## src/rtl/pipe_hazard_if.sv

```systemverilog
// Hazard unit bus: ID-stage instruction info and branch resolution in,
// stall/flush/forward controls and perf counters out.
interface pipe_hazard_if #(
  parameter int REG_AW = 5,
  parameter int CNT_W  = 16
);
  logic              id_valid_i;
  logic [REG_AW-1:0] id_rs_i;
  logic [REG_AW-1:0] id_rt_i;
  logic              id_use_rs_i;
  logic              id_use_rt_i;
  logic              id_wr_en_i;
  logic [REG_AW-1:0] id_wr_addr_i;
  logic              id_mem_read_i;
  logic              branch_taken_i;
  logic              stall_o;
  logic              bubble_o;
  logic              flush_o;
  logic [1:0]        fwd_a_o;
  logic [1:0]        fwd_b_o;
  logic [CNT_W-1:0]  stall_cnt_o;
  logic [CNT_W-1:0]  flush_cnt_o;

  modport master (
    output id_valid_i, id_rs_i, id_rt_i, id_use_rs_i, id_use_rt_i,
           id_wr_en_i, id_wr_addr_i, id_mem_read_i, branch_taken_i,
    input  stall_o, bubble_o, flush_o, fwd_a_o, fwd_b_o, stall_cnt_o, flush_cnt_o
  );

  modport slave (
    input  id_valid_i, id_rs_i, id_rt_i, id_use_rs_i, id_use_rt_i,
           id_wr_en_i, id_wr_addr_i, id_mem_read_i, branch_taken_i,
    output stall_o, bubble_o, flush_o, fwd_a_o, fwd_b_o, stall_cnt_o, flush_cnt_o
  );
endinterface

```

## src/rtl/pipe_hazard_unit.sv

```systemverilog
// Hazard/forwarding controller for the 5-stage pipeline. Tracks in-flight
// destination registers in EX/MEM/WB shadow slots and derives load-use
// stall, branch flush and registered EX operand-forward selects.
module pipe_hazard_unit #(
  parameter int REG_AW = 5,
  parameter bit FWD_EN = 1'b1,
  parameter bit RF_WT  = 1'b0,
  parameter int CNT_W  = 16
) (
  input logic          clk_i,
  input logic          rst_n,
  pipe_hazard_if.slave hz
);
  typedef logic [REG_AW-1:0] addr_t;
  // Load flag only matters in EX, so it lives beside the EX slot.
  typedef struct packed {
    logic  vld;
    logic  wr;
    addr_t addr;
  } slot_t;

  localparam logic [CNT_W-1:0] CNT_MAX = {CNT_W{1'b1}};

  slot_t            ex_q, mem_q, wb_q, ex_d, mem_d;
  logic             ex_ld_q, ex_ld_d;
  logic [1:0]       fwd_a_q, fwd_a_d, fwd_b_q, fwd_b_d;
  logic [CNT_W-1:0] stall_cnt_q, stall_cnt_d, flush_cnt_q, flush_cnt_d;
  logic             need_a, need_b, haz_raw, stall, flush;

  // r0 is hardwired zero: never a producer worth tracking.
  function automatic logic hit(slot_t s, addr_t a);
    return s.vld && s.wr && (s.addr == a) && (a != '0);
  endfunction

  // Youngest writer wins: EX before MEM before WB.
  function automatic logic [1:0] fwd_sel(slot_t ex, slot_t mem, slot_t wb, addr_t a);
    if (hit(ex, a))            return 2'd2;
    if (hit(mem, a))           return 2'd1;
    if (!RF_WT && hit(wb, a))  return 2'd3;
    return 2'd0;
  endfunction

  // With forwarding only a load still in EX cannot be bypassed; without it
  // every visible producer blocks (WB too unless the RF writes through).
  function automatic logic raw(slot_t ex, logic ex_ld, slot_t mem, slot_t wb, addr_t a);
    if (FWD_EN) return ex_ld && hit(ex, a);
    return hit(ex, a) || hit(mem, a) || (!RF_WT && hit(wb, a));
  endfunction

  // Combinational hazard detection; flush overrides stall.
  always_comb begin
    need_a  = hz.id_valid_i & hz.id_use_rs_i;
    need_b  = hz.id_valid_i & hz.id_use_rt_i;
    haz_raw = (need_a && raw(ex_q, ex_ld_q, mem_q, wb_q, hz.id_rs_i)) ||
              (need_b && raw(ex_q, ex_ld_q, mem_q, wb_q, hz.id_rt_i));
    flush   = hz.branch_taken_i;
    stall   = haz_raw & ~flush;
  end

  // Next slot contents, forward selects and saturating counters.
  always_comb begin
    ex_d.vld  = hz.id_valid_i & ~stall & ~flush;
    ex_d.wr   = hz.id_wr_en_i;
    ex_d.addr = hz.id_wr_addr_i;
    ex_ld_d   = hz.id_mem_read_i;
    mem_d     = ex_q;
    if (flush) mem_d.vld = 1'b0;
    fwd_a_d = 2'd0;
    fwd_b_d = 2'd0;
    if (FWD_EN && !stall && !flush) begin
      if (need_a) fwd_a_d = fwd_sel(ex_q, mem_q, wb_q, hz.id_rs_i);
      if (need_b) fwd_b_d = fwd_sel(ex_q, mem_q, wb_q, hz.id_rt_i);
    end
    stall_cnt_d = stall_cnt_q;
    flush_cnt_d = flush_cnt_q;
    if (stall && stall_cnt_q != CNT_MAX) stall_cnt_d = stall_cnt_q + 1'b1;
    if (flush && flush_cnt_q != CNT_MAX) flush_cnt_d = flush_cnt_q + 1'b1;
  end

  // State registers; reset clears every slot so in-flight stalls drop at once.
  always_ff @(posedge clk_i or negedge rst_n) begin
    if (!rst_n) begin
      ex_q        <= '0;
      mem_q       <= '0;
      wb_q        <= '0;
      ex_ld_q     <= 1'b0;
      fwd_a_q     <= 2'd0;
      fwd_b_q     <= 2'd0;
      stall_cnt_q <= '0;
      flush_cnt_q <= '0;
    end else begin
      ex_q        <= ex_d;
      mem_q       <= mem_d;
      wb_q        <= mem_q;
      ex_ld_q     <= ex_ld_d;
      fwd_a_q     <= fwd_a_d;
      fwd_b_q     <= fwd_b_d;
      stall_cnt_q <= stall_cnt_d;
      flush_cnt_q <= flush_cnt_d;
    end
  end

  assign hz.stall_o     = stall;
  assign hz.bubble_o    = stall;
  assign hz.flush_o     = flush;
  assign hz.fwd_a_o     = fwd_a_q;
  assign hz.fwd_b_o     = fwd_b_q;
  assign hz.stall_cnt_o = stall_cnt_q;
  assign hz.flush_cnt_o = flush_cnt_q;
endmodule

```

## src/flat_wrapper.sv

```systemverilog
// flat-port wrapper written by rule: the top's interface ports become plain ports
module pipe_hazard_unit_flat 
#(
  parameter int REG_AW = 5,
  parameter bit FWD_EN = 1'b1,
  parameter bit RF_WT  = 1'b0,
  parameter int CNT_W  = 16
)
  (clk_i, rst_n, hz_id_valid_i, hz_id_rs_i, hz_id_rt_i, hz_id_use_rs_i, hz_id_use_rt_i, hz_id_wr_en_i, hz_id_wr_addr_i, hz_id_mem_read_i, hz_branch_taken_i, hz_stall_o, hz_bubble_o, hz_flush_o, hz_fwd_a_o, hz_fwd_b_o, hz_stall_cnt_o, hz_flush_cnt_o);
  pipe_hazard_if #(.REG_AW(REG_AW), .CNT_W(CNT_W)) hz_i ();
  input logic clk_i;
  input logic rst_n;
  input wire logic [$bits(hz_i.id_valid_i)-1:0] hz_id_valid_i;
  input wire logic [$bits(hz_i.id_rs_i)-1:0] hz_id_rs_i;
  input wire logic [$bits(hz_i.id_rt_i)-1:0] hz_id_rt_i;
  input wire logic [$bits(hz_i.id_use_rs_i)-1:0] hz_id_use_rs_i;
  input wire logic [$bits(hz_i.id_use_rt_i)-1:0] hz_id_use_rt_i;
  input wire logic [$bits(hz_i.id_wr_en_i)-1:0] hz_id_wr_en_i;
  input wire logic [$bits(hz_i.id_wr_addr_i)-1:0] hz_id_wr_addr_i;
  input wire logic [$bits(hz_i.id_mem_read_i)-1:0] hz_id_mem_read_i;
  input wire logic [$bits(hz_i.branch_taken_i)-1:0] hz_branch_taken_i;
  output wire logic [$bits(hz_i.stall_o)-1:0] hz_stall_o;
  output wire logic [$bits(hz_i.bubble_o)-1:0] hz_bubble_o;
  output wire logic [$bits(hz_i.flush_o)-1:0] hz_flush_o;
  output wire logic [$bits(hz_i.fwd_a_o)-1:0] hz_fwd_a_o;
  output wire logic [$bits(hz_i.fwd_b_o)-1:0] hz_fwd_b_o;
  output wire logic [$bits(hz_i.stall_cnt_o)-1:0] hz_stall_cnt_o;
  output wire logic [$bits(hz_i.flush_cnt_o)-1:0] hz_flush_cnt_o;
  assign hz_i.id_valid_i = hz_id_valid_i;
  assign hz_i.id_rs_i = hz_id_rs_i;
  assign hz_i.id_rt_i = hz_id_rt_i;
  assign hz_i.id_use_rs_i = hz_id_use_rs_i;
  assign hz_i.id_use_rt_i = hz_id_use_rt_i;
  assign hz_i.id_wr_en_i = hz_id_wr_en_i;
  assign hz_i.id_wr_addr_i = hz_id_wr_addr_i;
  assign hz_i.id_mem_read_i = hz_id_mem_read_i;
  assign hz_i.branch_taken_i = hz_branch_taken_i;
  assign hz_stall_o = hz_i.stall_o;
  assign hz_bubble_o = hz_i.bubble_o;
  assign hz_flush_o = hz_i.flush_o;
  assign hz_fwd_a_o = hz_i.fwd_a_o;
  assign hz_fwd_b_o = hz_i.fwd_b_o;
  assign hz_stall_cnt_o = hz_i.stall_cnt_o;
  assign hz_flush_cnt_o = hz_i.flush_cnt_o;
  pipe_hazard_unit #(.REG_AW(REG_AW), .FWD_EN(FWD_EN), .RF_WT(RF_WT), .CNT_W(CNT_W)) u_core (.clk_i(clk_i), .rst_n(rst_n), .hz(hz_i));
endmodule
```

## config.mk

```make
export PLATFORM = sky130hd
export DESIGN_NAME = pipe_hazard_unit_flat
export DESIGN_NICKNAME = d
export VERILOG_FILES = /design/src/rtl/pipe_hazard_if.sv /design/src/rtl/pipe_hazard_unit.sv /design/src/flat_wrapper.sv
export SDC_FILE = /design/constraint.sdc
export NUM_CORES = 1
export LEC_CHECK = 0
export BUFFER_PORTS_ARGS = -buffer_cell sky130_fd_sc_hd__buf_4
export CAP_MARGIN = 20
export CORE_MARGIN = 2
export CORE_UTILIZATION = 35
export DETAILED_ROUTE_END_ITERATION = 6
export SLEW_MARGIN = 20
export SYNTH_ARGS = -nofsm -noshare
export SYNTH_HDL_FRONTEND = slang
export SYNTH_SLANG_ARGS = --single-unit
```

## constraint.sdc

```tcl
create_clock -name clk_i -period 2 [get_ports clk_i]
set_input_delay 0.3 -clock clk_i [delete_from_list [all_inputs] [get_ports clk_i]]
set_output_delay 0.3 -clock clk_i [all_outputs]
set_load 0.005 [all_outputs]
```

## Word-level counts from Yosys, hierarchy flattened

Cells that the tools add are included.

| storage, ports and cells | value |
|---|---|
| register bits after elaboration | 58 |
| bits of input ports | 23 |

| cells by class | value |
|---|---|
| add/subtract/negate cells | 2 |
| eq/ne operators | 8 |
| multiplexer cells | 41 |
| bitwise gates (word level) | 7 |
| reductions and logical operators | 27 |

Operators with widths:

| operator | number |
|---|---|
| $add A16 B1 Y16 const B | 2 |
| $mux W2 | 16 |
| $ne A16 B16 Y1 const B | 2 |
| $eq A5 B5 Y1 | 6 |
| $mux W1 | 25 |
| $logic_and A1 B1 Y1 | 22 |
| $reduce_bool A5 Y1 | 2 |
| $and A1 B1 Y1 | 5 |
| $logic_not A1 Y1 | 2 |
| $not A1 Y1 | 2 |
| $logic_or A1 B1 Y1 | 1 |

## Longest topological paths before layout

Gate-level depths: netlist of the first run.

| logic depth | value |
|---|---|
| depth after elaboration | 22 |
| gate-level depth with buffers | 8 |

## Worst setup path after synthesis of the first run

OpenSTA, ideal clock, no wires.

| timing path | value |
|---|---|
| kind | register to register |
| start | reg u_core.ex_q[1] in the netlist's numbering |
| end | reg u_core.stall_cnt_q[1] (netlist: u_core.hz.stall_cnt_o[1]) |
| setup time | 0.125 ns |
| arrival time | 1.837 ns |
| data required time | 1.875 ns |
| path slack | 0.038 ns |
| cell stages (with the launch flop) | 7 |
| cell sequence | dfrtp_1 > xor2_1 > or4_1 > nor3_2 > o21ba_1 > buf_6 > mux2_2 |

| on the way | value |
|---|---|
| cells in the longest elaborated chain, start to end | 8 |

RTL lines:

| item | RTL line | RTL |
|---|---|---|
| from (decl) | pipe_hazard_unit.sv:24 | `slot_t ex_q, mem_q, wb_q, ex_d, mem_d;` |
| from (signal assigned) | pipe_hazard_unit.sv:83 | `ex_q <= '0;` |
| from (signal assigned) | pipe_hazard_unit.sv:92 | `ex_q <= ex_d;` |
| $eq A5 B5 Y1 | pipe_hazard_unit.sv:32 | `return s.vld && s.wr && (s.addr == a) && (a != '0);` |
| $logic_and A1 B1 Y1 (on tied branches) | - |  |
| $logic_and A1 B1 Y1 | pipe_hazard_unit.sv:32 |  |
| $logic_and A1 B1 Y1 | pipe_hazard_unit.sv:46 | `if (FWD_EN) return ex_ld && hit(ex, a);` |
| $logic_and A1 B1 Y1 (on tied branches) | pipe_hazard_unit.sv:54, pipe_hazard_unit.sv:55 |  |
| $logic_or A1 B1 Y1 * | pipe_hazard_unit.sv:54 | `haz_raw = (need_a && raw(ex_q, ex_ld_q, mem_q, wb_q, hz.id_rs_i)) \|\|` |
| $and A1 B1 Y1 * | pipe_hazard_unit.sv:57 | `stall = haz_raw & ~flush;` |
| $logic_and A1 B1 Y1 * | pipe_hazard_unit.sv:76 | `if (stall && stall_cnt_q != CNT_MAX) stall_cnt_d = stall_cnt_q + 1'b1;` |
| to (signal assigned) | pipe_hazard_unit.sv:98 | `stall_cnt_q <= stall_cnt_d;` |
| to (decl) | pipe_hazard_unit.sv:27 | `logic [CNT_W-1:0] stall_cnt_q, stall_cnt_d, flush_cnt_q, flush_cnt_d;` |

Mark *: on every way between the ends. The rest lies on a longest branch, timed or not.
A chain may end at the register's enable or synchronous reset.

## Worst setup path in the final report of the first run

| timing path | value |
|---|---|
| start | reg u_core.ex_q[3] in the netlist's numbering |
| end | out hz_stall_o |

| on the way | value |
|---|---|
| cells in the longest elaborated chain, start to end | 7 |

RTL lines:

| item | RTL line | RTL |
|---|---|---|
| $eq A5 B5 Y1 | pipe_hazard_unit.sv:32 |  |
| $logic_and A1 B1 Y1 (on tied branches) | - |  |
| $logic_and A1 B1 Y1 | pipe_hazard_unit.sv:32 |  |
| $logic_and A1 B1 Y1 | pipe_hazard_unit.sv:46 |  |
| $logic_and A1 B1 Y1 (on tied branches) | pipe_hazard_unit.sv:54, pipe_hazard_unit.sv:55 |  |
| $logic_or A1 B1 Y1 * | pipe_hazard_unit.sv:54 |  |
| $and A1 B1 Y1 * | pipe_hazard_unit.sv:57 |  |
| to (decl) | flat_wrapper.sv:22 | `output wire logic [$bits(hz_i.stall_o)-1:0] hz_stall_o;` |

Marked as above.

==> results.md, run 1 <==
* Status: complete, but fails checks
* Violated checks: negative setup slack
* Placed instance count at 426
* Initial detailed-routing violation count at 104
* Cell area after layout at 3746 um^2
* Initial antenna violation count at 0
* Fill cells at 731
* Hold buffer count at cts at 0
* Required @ worst endpoint at 1700 ps
* Crit end category: output pin
* Period minus WS final at 2216 ps
* Min-Delay Path Class: input pin to asynchronous set/reset pin
* Sequential cell area at 1451 um^2
* Worst skew pair latency at 340 ps
* Final setup violation count at 12
* Max FO, Critical Path at 3
* Largest net degree at the start of global routing at 59
* Clock skew at 8.137 ps
* Slew HR at 0.5040
* CP arrival at 1920 ps
* Synthesis-stage register bit count at 58
* Fmax at 451.3 MHz
* Clk sinks at 58
* Syn avg cell area at 11.13 um^2
* GRT Residual Overflow at 0
* Reg clk slew, reported paths at 70 ps
* Pwr/cell area at 745.0 nW/um^2
* WS Path Type: flop to output pin
* ANT nets after route at 0
* Most frequent cells after synthesis: dfrtp_1 (58), xnor2_1 (35), nand2_1 (23), xor2_1 (19), nand4_1 (18)
* Worst Setup Start Kind: flop
* Buffers added on ports at 61
* I/O Pins at 62
* Slowest Stage Delay on Critical Path at 410 ps
* Syn Inst Count at 244
* Initial core utilization at 0.3569
* Fin nets at 364
* Sequential area share after synthesis at 0.5346
* Final Worst Setup Slack at -215.6 ps
* Row count at 32
* Post-Route WL at 6142 um
* Fin cells at 446
* TritonCTS Buffers at 9
* Die ar. at 8478 um^2
* Router iterations before antenna repair at 4
* Slowest CP cell: dfrtp_1
* Yosys cell types at 35
* RSZ-0062 raised after global routing: yes
* Vias per Instance at 4.825
* Worst reg2reg path depth at 9
* Layout cells sized above 1 at 0.3547
* Root Buffer: clkbuf_8
* TritonCTS clock tree: done
* First-pass GRT wire length at 10,120 um
* Worst vdd ir at 0.4543 mV
* Critical path's most frequent cell: buf_4
* H-tree depth at 3
* Die H at 92.08 um
* Die Wd at 92.08 um
* Remaining DRCs at 0
* Final max-slew violation count at 0
* Fin crit share at 1.108
* Vias in the first global route at 2,099
* Yosys warnings at 0
* WL per Instance at 13.77 um
* CTS Buffer Depth at 2
* Worst path cell trace: buf_4 -> xor2_1 -> nor4_2 -> and4_4 -> o21a_4 -> buf_4
* Slew @ Worst Pin at 744.0 ps
* Area after DPL at 3440 um^2
* Net count after synthesis at 269
* Post-synth EDFFs at 0
* Synth-to-Final Area Change at 37.97%
* Final hold violation count at 0
* Total GRT Usage at 0.1553
* Leakage Power at 1.748 nW
* Core Region at 7607 um^2
* Setup TNS at -1055 ps
* Synth area leaders: dfrtp_1 (53%), xnor2_1 (11%), xor2_1 (6.1%)
* Final hold slack at 23.48 ps
* MaxCap Viol Count at 0
* Gpl congestion at 0.8442
* Area occupied by multi-input gates at 1313 um^2
* # diodes at 0
* Synthesized cell area at 2715 um^2
* Hpwl dp at 4457 um
* Post-synth top area cell: dfrtp_1
* Most common cell in the netlist: dfrtp_1
* Yosys top cell area share at 0.5346
* Via count at 2,152
* Asr flop ratio synth at 1.000
* Post-synth top flop: dfrtp_1
==> cells by family after synthesis <==
| group | Yosys count | share of synthesized area |
|---|---|---|
| simple gates | 106 | 0.2129 |
| xor+xnor | 54 | 0.1742 |
| flops | 58 | 0.5346 |
| buf+inv | 5 | 0.01244 |
| mux | 5 | 0.02074 |
| compound gates | 14 | 0.03595 |
| fa+ha+maj | 2 | 0.009215 |
==> worst max-delay path: cells and delay by family, from the launching register on <==
kind            cells  cell delay, ps
simple gates        2             610
flops               1             410
compound gates      1             150
xor+xnor            1             160
buf+inv             2             250
==> per-stage QoR <==
step | setup slack [ps] | util | power, W
after global routing | -362.4 | 0.4924 | 0.002945
final | -215.6 | 0.4924 | 0.002791
after floorplan | 37.93 | - | 0.001558
after CTS | -252.8 | 0.4845 | 0.002817
after global placement | -50.63 | 0.4521 | 0.001798
after detailed placement | -83.25 | 0.4521 | 0.001807
==> report_power, final <==
group	switching [W]	internal (W)
sequential	0.000100	0.00126
combinational	0.000193	0.000236
clock	0.000453	0.000548
==> per-layer routing <==
metal,vias up,GRT usage,share of wire
met3,10,0.04273,0.047
met5,-,0,0
met1,1043,0.2004,0.45
met2,43,0.2365,0.48
li1,1056,-,-
met4,0,0.08458,0.022
==> flip-flops by register name, indices dropped and copies added, names as in the netlist <==
register,flops
u_core.hz.stall_cnt_o,16
u_core.ex_ld_q,1
u_core.hz.fwd_a_o,2
u_core.wb_q,7
u_core.hz.fwd_b_o,2
u_core.ex_q,7
u_core.hz.flush_cnt_o,16
u_core.mem_q,7
==> final timing paths <==
path | slack (ps) | endpoint | from
min | 20 | u_core.hz.stall_cnt_o[13] | rst_n
min reg2reg | 380 | u_core.wb_q[6] | u_core.mem_q[6]
min in group clk_i | 70 | u_core.ex_q[2] | hz_id_wr_addr_i[2]
max in group asynchronous | 1480 | u_core.hz.flush_cnt_o[2] | rst_n
max reg2reg | -130 | u_core.hz.stall_cnt_o[6] | u_core.ex_q[3]
max | -220 | hz_stall_o | u_core.ex_q[3]
==> repair_timing <==
item                       4_1_cts  5_1_grt
gates resized for setup          9       12
pin swaps                       11        7
buffers inserted                 3        1
setup endpoints to repair       10       17
==> final cells by class <==
cell class              count  area share
flip-flops and latches     58      0.3874
repair buffers             87      0.1774
multi-input cells         181      0.3504
inverters                   2    0.002004
clock inverters             2    0.002672
well taps                 102     0.03407
clock buffers              14     0.04609
==> layout by cell type, fill, tap and decap left out, types with 2 or more instances in the layout <==
cell,netlist,final
inv_1,2,2
clkbuf_8,0,12
and4_1,4,3
dfrtp_1,58,58
nand3_1,15,13
nand2_2,0,2
nor3b_1,2,2
mux2_2,5,4
nor2b_1,3,3
buf_6,1,3
nor2_1,12,12
nand4_1,18,18
nor3_1,7,6
nor4_2,1,2
nand2b_1,3,3
nand3_2,0,2
clkinv_2,0,2
xor2_1,19,18
a21oi_1,3,3
nand2_1,23,20
nor4_1,3,2
o21ai_0,4,4
ha_1,2,2
and3_1,8,8
clkbuf_1,0,2
xnor2_1,35,35
buf_4,2,84
Note: power is estimated with default switching activity, not from simulation.
==> run 2, diff against run 1 <==
--- a/config.mk
+++ b/config.mk
@@ -7,7 +7,6 @@
 export LEC_CHECK = 0
 export BUFFER_PORTS_ARGS = -buffer_cell sky130_fd_sc_hd__buf_4
 export CAP_MARGIN = 20
-export CORE_MARGIN = 2
 export CORE_UTILIZATION = 35
 export DETAILED_ROUTE_END_ITERATION = 6
 export SLEW_MARGIN = 20
==> results.md, run 2 (synthesized netlist as in run 1, its figures left out) <==
* Worst vdd ir at 0.5021 mV (+11%)
* Buffers added on ports at 61 (unchanged)
* Core Region at 7370 um^2 (-3.1%)
* WS Path Type: flop to output pin
* Layout cells sized above 1 at 0.3722 (+0.01751)
* Router iterations before antenna repair at 4 (unchanged)
* Max FO, Critical Path at 3 (unchanged)
* Worst reg2reg path depth at 7 (-2)
* # diodes at 0 (unchanged)
* Slew @ Worst Pin at 735.8 ps (-8.256 ps)
* Pwr/cell area at 762.6 nW/um^2 (+2.4%)
* CP arrival at 1920 ps (about the same)
* Initial detailed-routing violation count at 58 (-44%)
* MaxCap Viol Count at 0 (unchanged)
* ANT nets after route at 0 (unchanged)
* Fmax at 451.0 MHz (about the same)
* Most frequent cells in the layout: buf_4 (90), dfrtp_1 (58), xnor2_1 (35)
* Gpl congestion at 0.7791 (-7.7%)
* Period minus WS final at 2217 ps (+1.853 ps)
* Remaining DRCs at 0 (unchanged)
* Root Buffer: clkbuf_8
* Cell area after layout at 3825 um^2 (+2.1%)
* CTS Buffer Depth at 2 (unchanged)
* Leakage Power at 1.774 nW (+1.5%)
* Final setup violation count at 11 (-1)
* Sequential cell area at 1451 um^2 (unchanged)
* H-tree depth at 3 (unchanged)
* Area after DPL at 3466 um^2 (+0.76%)
* Crit end category: output pin
* R2R Setup Slk at -90 ps (+40 ps)
* Required @ worst endpoint at 1700 ps (about the same)
* Final Worst Setup Slack at -217.4 ps (-1.853 ps)
* Final hold slack at 15.84 ps (-7.639 ps)
* Die Wd at 90.08 um (-2.2%)
* Commonest non-fill, non-tap cell in the layout: buf_4
* WL per Instance at 14.37 um (+4.4%)
* I/O Pins at 62 (unchanged)
* TritonCTS Buffers at 9 (unchanged)
* Post-Route WL at 6482 um (+5.5%)
* Via count at 2,181 (+1.3%)
* First-pass GRT wire length at 10,870 um (+7.4%)
* Slew HR at 0.5095 (+0.005503)
* Initial antenna violation count at 0 (unchanged)
* Initial core utilization at 0.3684 (+0.01151)
* Vias per Instance at 4.836 (+0.22%)
* Status: complete, but fails checks
* Die ar. at 8114 um^2 (-4.3%)
* Violated checks: negative setup slack
* Clock skew at 10.16 ps (+2.027 ps)
* Fin crit share at 1.109 (about the same)
* Worst skew pair latency at 340 ps (about the same)
* Area occupied by multi-input gates at 1305 um^2 (-0.57%)
* FF-to-FF Start: u_core.ex_q[1]
* Row count at 31 (-3.1%)
* Total GRT Usage at 0.1724 (+0.01716)
* Fin nets at 372 (+2.2%)
* Fill cells at 686 (-6.2%)
* Final max-slew violation count at 0 (unchanged)
* RSZ-0062 raised after global routing: yes
* Reg clk slew, reported paths at 70 ps (about the same)
* Largest net degree at the start of global routing at 59 (unchanged)
* Hold buffer count at cts at 0 (unchanged)
* Worst Setup Start Kind: flop
* GRT Residual Overflow at 0 (unchanged)
* RR Endpoint: u_core.hz.stall_cnt_o[3]
* Vias in the first global route at 2,257 (+7.5%)
* Hpwl dp at 4713 um (+5.7%)
* TritonCTS clock tree: done
* Die H at 90.08 um (-2.2%)
* Synth-to-Final Area Change at 40.88%
* Min-Delay Path Class: input pin to asynchronous set/reset pin
* Clk sinks at 58 (unchanged)
* Final hold violation count at 0 (unchanged)
run 2: changes by cell type in the layout (fill, tap and decap cells not counted), moves of 2 or more:
cell	previous run	this run
buf_4	84	90
nor3_2	1	4
nand2_1	20	22
buf_6	3	5
nor3_1	6	3
clkinvlp_4	0	2
run 2: worst max-delay path by stage:
stage	from	end	slack, ps
2_1_floorplan	u_core.ex_q[1]	u_core.hz.stall_cnt_o[1]	40
3_5_place_dp	hz_id_rt_i[3]	u_core.hz.stall_cnt_o[3]	-180
3_3_place_gp	hz_id_rt_i[3]	u_core.hz.stall_cnt_o[3]	-150
6_report	u_core.ex_q[1]	hz_bubble_o	-220
5_1_grt	u_core.ex_q[1]	hz_stall_o	-330
4_1_cts	u_core.ex_q[1]	hz_bubble_o	-310
run 2: cell type report:
class | instances | share of cell area
Inverter | 2 | 0.001963
Clock inverter | 4 | 0.01308
Multi-Input combinational cell | 181 | 0.3412
Timing Repair Buffer | 95 | 0.1914
Clock buffer | 12 | 0.04056
Sequential cell | 58 | 0.3795
Tap cell | 99 | 0.03238
run 2: worst max-delay path: stages (launching register included):
cell     delay, ps
dfrtp_1        380
xor2_1         150
or4_4          550
nor3_4         160
o21a_1         210
buf_4          130
run 2: where the power goes:
group	internal, W	switching [W]	total, W	leakage, nW
Clock	0.000641	0.000465	0.00111	0.0986
Sequential	0.00126	0.000106	0.00137	0.753
Combinational	0.000245	0.000200	0.000445	0.922
Total	0.00215	0.000771	0.00292	1.77
run 2: metal layers:
layer / global-route usage / vias up / share of wire
met5: 0 / - / 0
met4: 0.05645 / 0 / 0.013
met2: 0.2882 / 40 / 0.51
met3: 0.06345 / 11 / 0.042
li1: - / 1059 / -
met1: 0.2050 / 1071 / 0.44
run 2: metrics by stage:
step                cells  utilization  TNS (ps)  total power (W)  setup WS, ps
finish                451       0.5190    -929.6         0.002917        -217.4
detailed placement    427       0.4703     -1037         0.001812        -180.3
global route          451       0.5190     -2771         0.003081        -333.9
CTS                   446       0.5012     -1797         0.002941        -311.0
global placement      427       0.4703    -818.8         0.001803        -147.1
floorplan             244            -         0         0.001558         37.93
run 2: what timing repair did:
action	4_1_cts	5_1_grt
setup buffers	3	5
resized for setup	0	19
pin swaps	4	9
setup endpoints to repair	12	24
==> run 3, diff against run 2 <==
--- a/config.mk
+++ b/config.mk
@@ -7,9 +7,11 @@
 export LEC_CHECK = 0
 export BUFFER_PORTS_ARGS = -buffer_cell sky130_fd_sc_hd__buf_4
 export CAP_MARGIN = 20
-export CORE_UTILIZATION = 35
+export CORE_UTILIZATION = 48
 export DETAILED_ROUTE_END_ITERATION = 6
-export SLEW_MARGIN = 20
+export GPL_TIMING_DRIVEN = 0
+export PLACE_DENSITY = 0.75
+export SLEW_MARGIN = 0
 export SYNTH_ARGS = -nofsm -noshare
 export SYNTH_HDL_FRONTEND = slang
 export SYNTH_SLANG_ARGS = --single-unit
==> results.md, run 3 (synthesized netlist as in run 1, its figures left out) <==
* Crit end category: output pin
* CTS Buffer Depth at 2 (unchanged)
* Synth-to-Final Area Change at 33.55%
* Final max-slew violation count at 0 (unchanged)
* Die H at 77.21 um (-14%)
* WS Path Type: flop to output pin
* Worst skew pair latency at 330 ps (about the same)
* RSZ-0062 raised after global routing: yes
* # diodes at 0 (unchanged)
* Total GRT Usage at 0.2206 (+0.04817)
* ANT nets after route at 0 (unchanged)
* Comb power frac at 0.150 (-0.003)
* Row count at 27 (-13%)
* R2R Setup Slk at -100 ps (about the same)
* Clk sinks at 58 (unchanged)
* Post-layout utilization of the core at 0.6626 (+0.1435)
* TritonCTS Buffers at 9 (unchanged)
* Gpl congestion at 0.8495 (+9.0%)
* Leakage Power at 1.680 nW (-5.3%)
* Sequential Power Share at 0.502 (+0.034)
* Initial core utilization at 0.4961 (+0.1277)
* Slew @ Worst Pin at 715.8 ps (-19.94 ps)
* Via count at 2,133 (-2.2%)
* Switching Power at 0.0007420 W (-3.7%)
* Commonest non-fill, non-tap cell in the layout: buf_4
* Remaining DRCs at 0 (unchanged)
* Post-Route WL at 6022 um (-7.1%)
* Clock Power Share at 0.348 (-0.031)
* Initial detailed-routing violation count at 153 (+160%)
* Final setup violation count at 15 (+4)
* MaxCap Viol Count at 0 (unchanged)
* Violated checks: negative setup slack
* Die Wd at 77.21 um (-14%)
* Switching Fraction at 0.2723 (+0.008022)
* Pwr/cell area at 751.5 nW/um^2 (-1.5%)
* Status: complete, but fails checks
* Setup TNS at -1106 ps (-176.7 ps)
* Clock skew at 10.46 ps (+0.2973 ps)
* Router iterations before antenna repair at 4 (unchanged)
* Root Buffer: clkbuf_8
* Largest net degree at the start of global routing at 59 (unchanged)
* Die ar. at 5961 um^2 (-27%)
* Buffers added on ports at 61 (unchanged)
* I/O Pins at 62 (unchanged)
* Required @ worst endpoint at 1700 ps (about the same)
* Reg clk slew, reported paths at 60 ps (about the same)
* H-tree depth at 3 (unchanged)
* Final hold violation count at 0 (unchanged)
* Fill cells at 447 (-35%)
* Max FO, Critical Path at 3 (unchanged)
* Vias in the first global route at 2,033 (-9.9%)
* TritonCTS clock tree: done
* Fin crit share at 1.161 (+0.05273)
* WL per Instance at 15.06 um (+4.7%)
* Min-Delay Path Class: input pin to asynchronous set/reset pin
* Fmax at 430.5 MHz (-4.5%)
* Period minus WS final at 2323 ps (+105.5 ps)
* Slew HR at 0.5228 (+0.01330)
* Worst vdd ir at 0.6076 mV (+21%)
* Final Worst Setup Slack at -322.9 ps (-105.5 ps)
* Most frequent cells in the layout: buf_4 (66), dfrtp_1 (57), xnor2_1 (33)
* Worst Setup Start Kind: flop
* Layout cells sized above 1 at 0.3354 (-0.03679)
* CP arrival at 2020 ps (+100 ps)
* Vias per Instance at 5.333 (+10%)
* Int Pwr at 0.001983 W (-7.6%)
* Fin nets at 349 (-6.2%)
* Hpwl dp at 4075 um (-14%)
* Initial antenna violation count at 0 (unchanged)
* Dpl ws at -118.0 ps (+62.32 ps)
* GRT Residual Overflow at 0 (unchanged)
* Core Region at 5473 um^2 (-26%)
* First-pass GRT wire length at 9942 um (-8.5%)
* Hold buffer count at cts at 0 (unchanged)
run 3: routing by layer:
metal,global-route usage,wire [um],vias up,share of wire
li1,-,-,1018,-
met3,0.05000,340,8,0.056
met4,0.09623,86,0,0.014
met5,0,0,-,0
met2,0.3381,2864,70,0.48
met1,0.2991,2731,1037,0.45
run 3: layout make-up:
cell class | instances | area (um^2) | area share
plain buffers | 3 | 26.28 | 0.007246
repair buffers | 69 | 540.5 | 0.1491
inverters | 2 | 7.507 | 0.002070
well taps | 72 | 90.09 | 0.02484
flip-flops and latches | 58 | 1453 | 0.4006
clock inverters | 3 | 15.01 | 0.004141
multi-input cells | 181 | 1339 | 0.3692
clock buffers | 12 | 155.1 | 0.04279
run 3: per-stage QoR:
| step | cell area [um^2] | cells | total power [W] | hold WS (ps) |
|---|---|---|---|---|
| finish | 3626 | 400 | 0.002725 | 11.22 |
| floorplan | 2715 | 244 | 0.001558 | 4.409 |
| detailed placement | 3263 | 377 | 0.001776 | 363.5 |
| CTS | 3525 | 399 | 0.002747 | 40.06 |
| global route | 3626 | 400 | 0.002885 | 50.49 |
| global placement | 3263 | 377 | 0.001767 | 355.7 |
run 3: final timing paths:
path	from	to	cells past startpoint
max	u_core.ex_q[3]	hz_stall_o	6
min	rst_n	u_core.hz.stall_cnt_o[14]	1
max reg2reg	u_core.ex_q[3]	u_core.hz.stall_cnt_o[1]	7
min reg2reg	u_core.mem_q[5]	u_core.wb_q[5]	0
max in group asynchronous	rst_n	u_core.ex_q[3]	1
min in group clk_i	hz_id_wr_addr_i[2]	u_core.ex_q[2]	1
run 3: power groups by stage:
| stage | clock network [W] | registers, W | logic (W) |
|---|---|---|---|
| floorplan | 0 | 0.00137 | 0.000186 |
| CTS | 0.000975 | 0.00136 | 0.000406 |
| global placement | 0 | 0.00138 | 0.000383 |
| global route | 0.00104 | 0.00139 | 0.000460 |
| detailed placement | 0 | 0.00138 | 0.000393 |
| finish | 0.000949 | 0.00137 | 0.000408 |
run 3: timing repair:
action,in CTS,in global routing
cloned,1,0
setup buffers,6,1
setup endpoints to repair,13,31
gates resized for setup,10,19
pin swaps,11,12
run 3: critical path, cell delays in order, from the launching register on:
cell     delay [ps]
dfrtp_2         440
xor2_2          160
or4_4           530
nor3_4          160
o21a_1          200
buf_4           120
buf_6            80
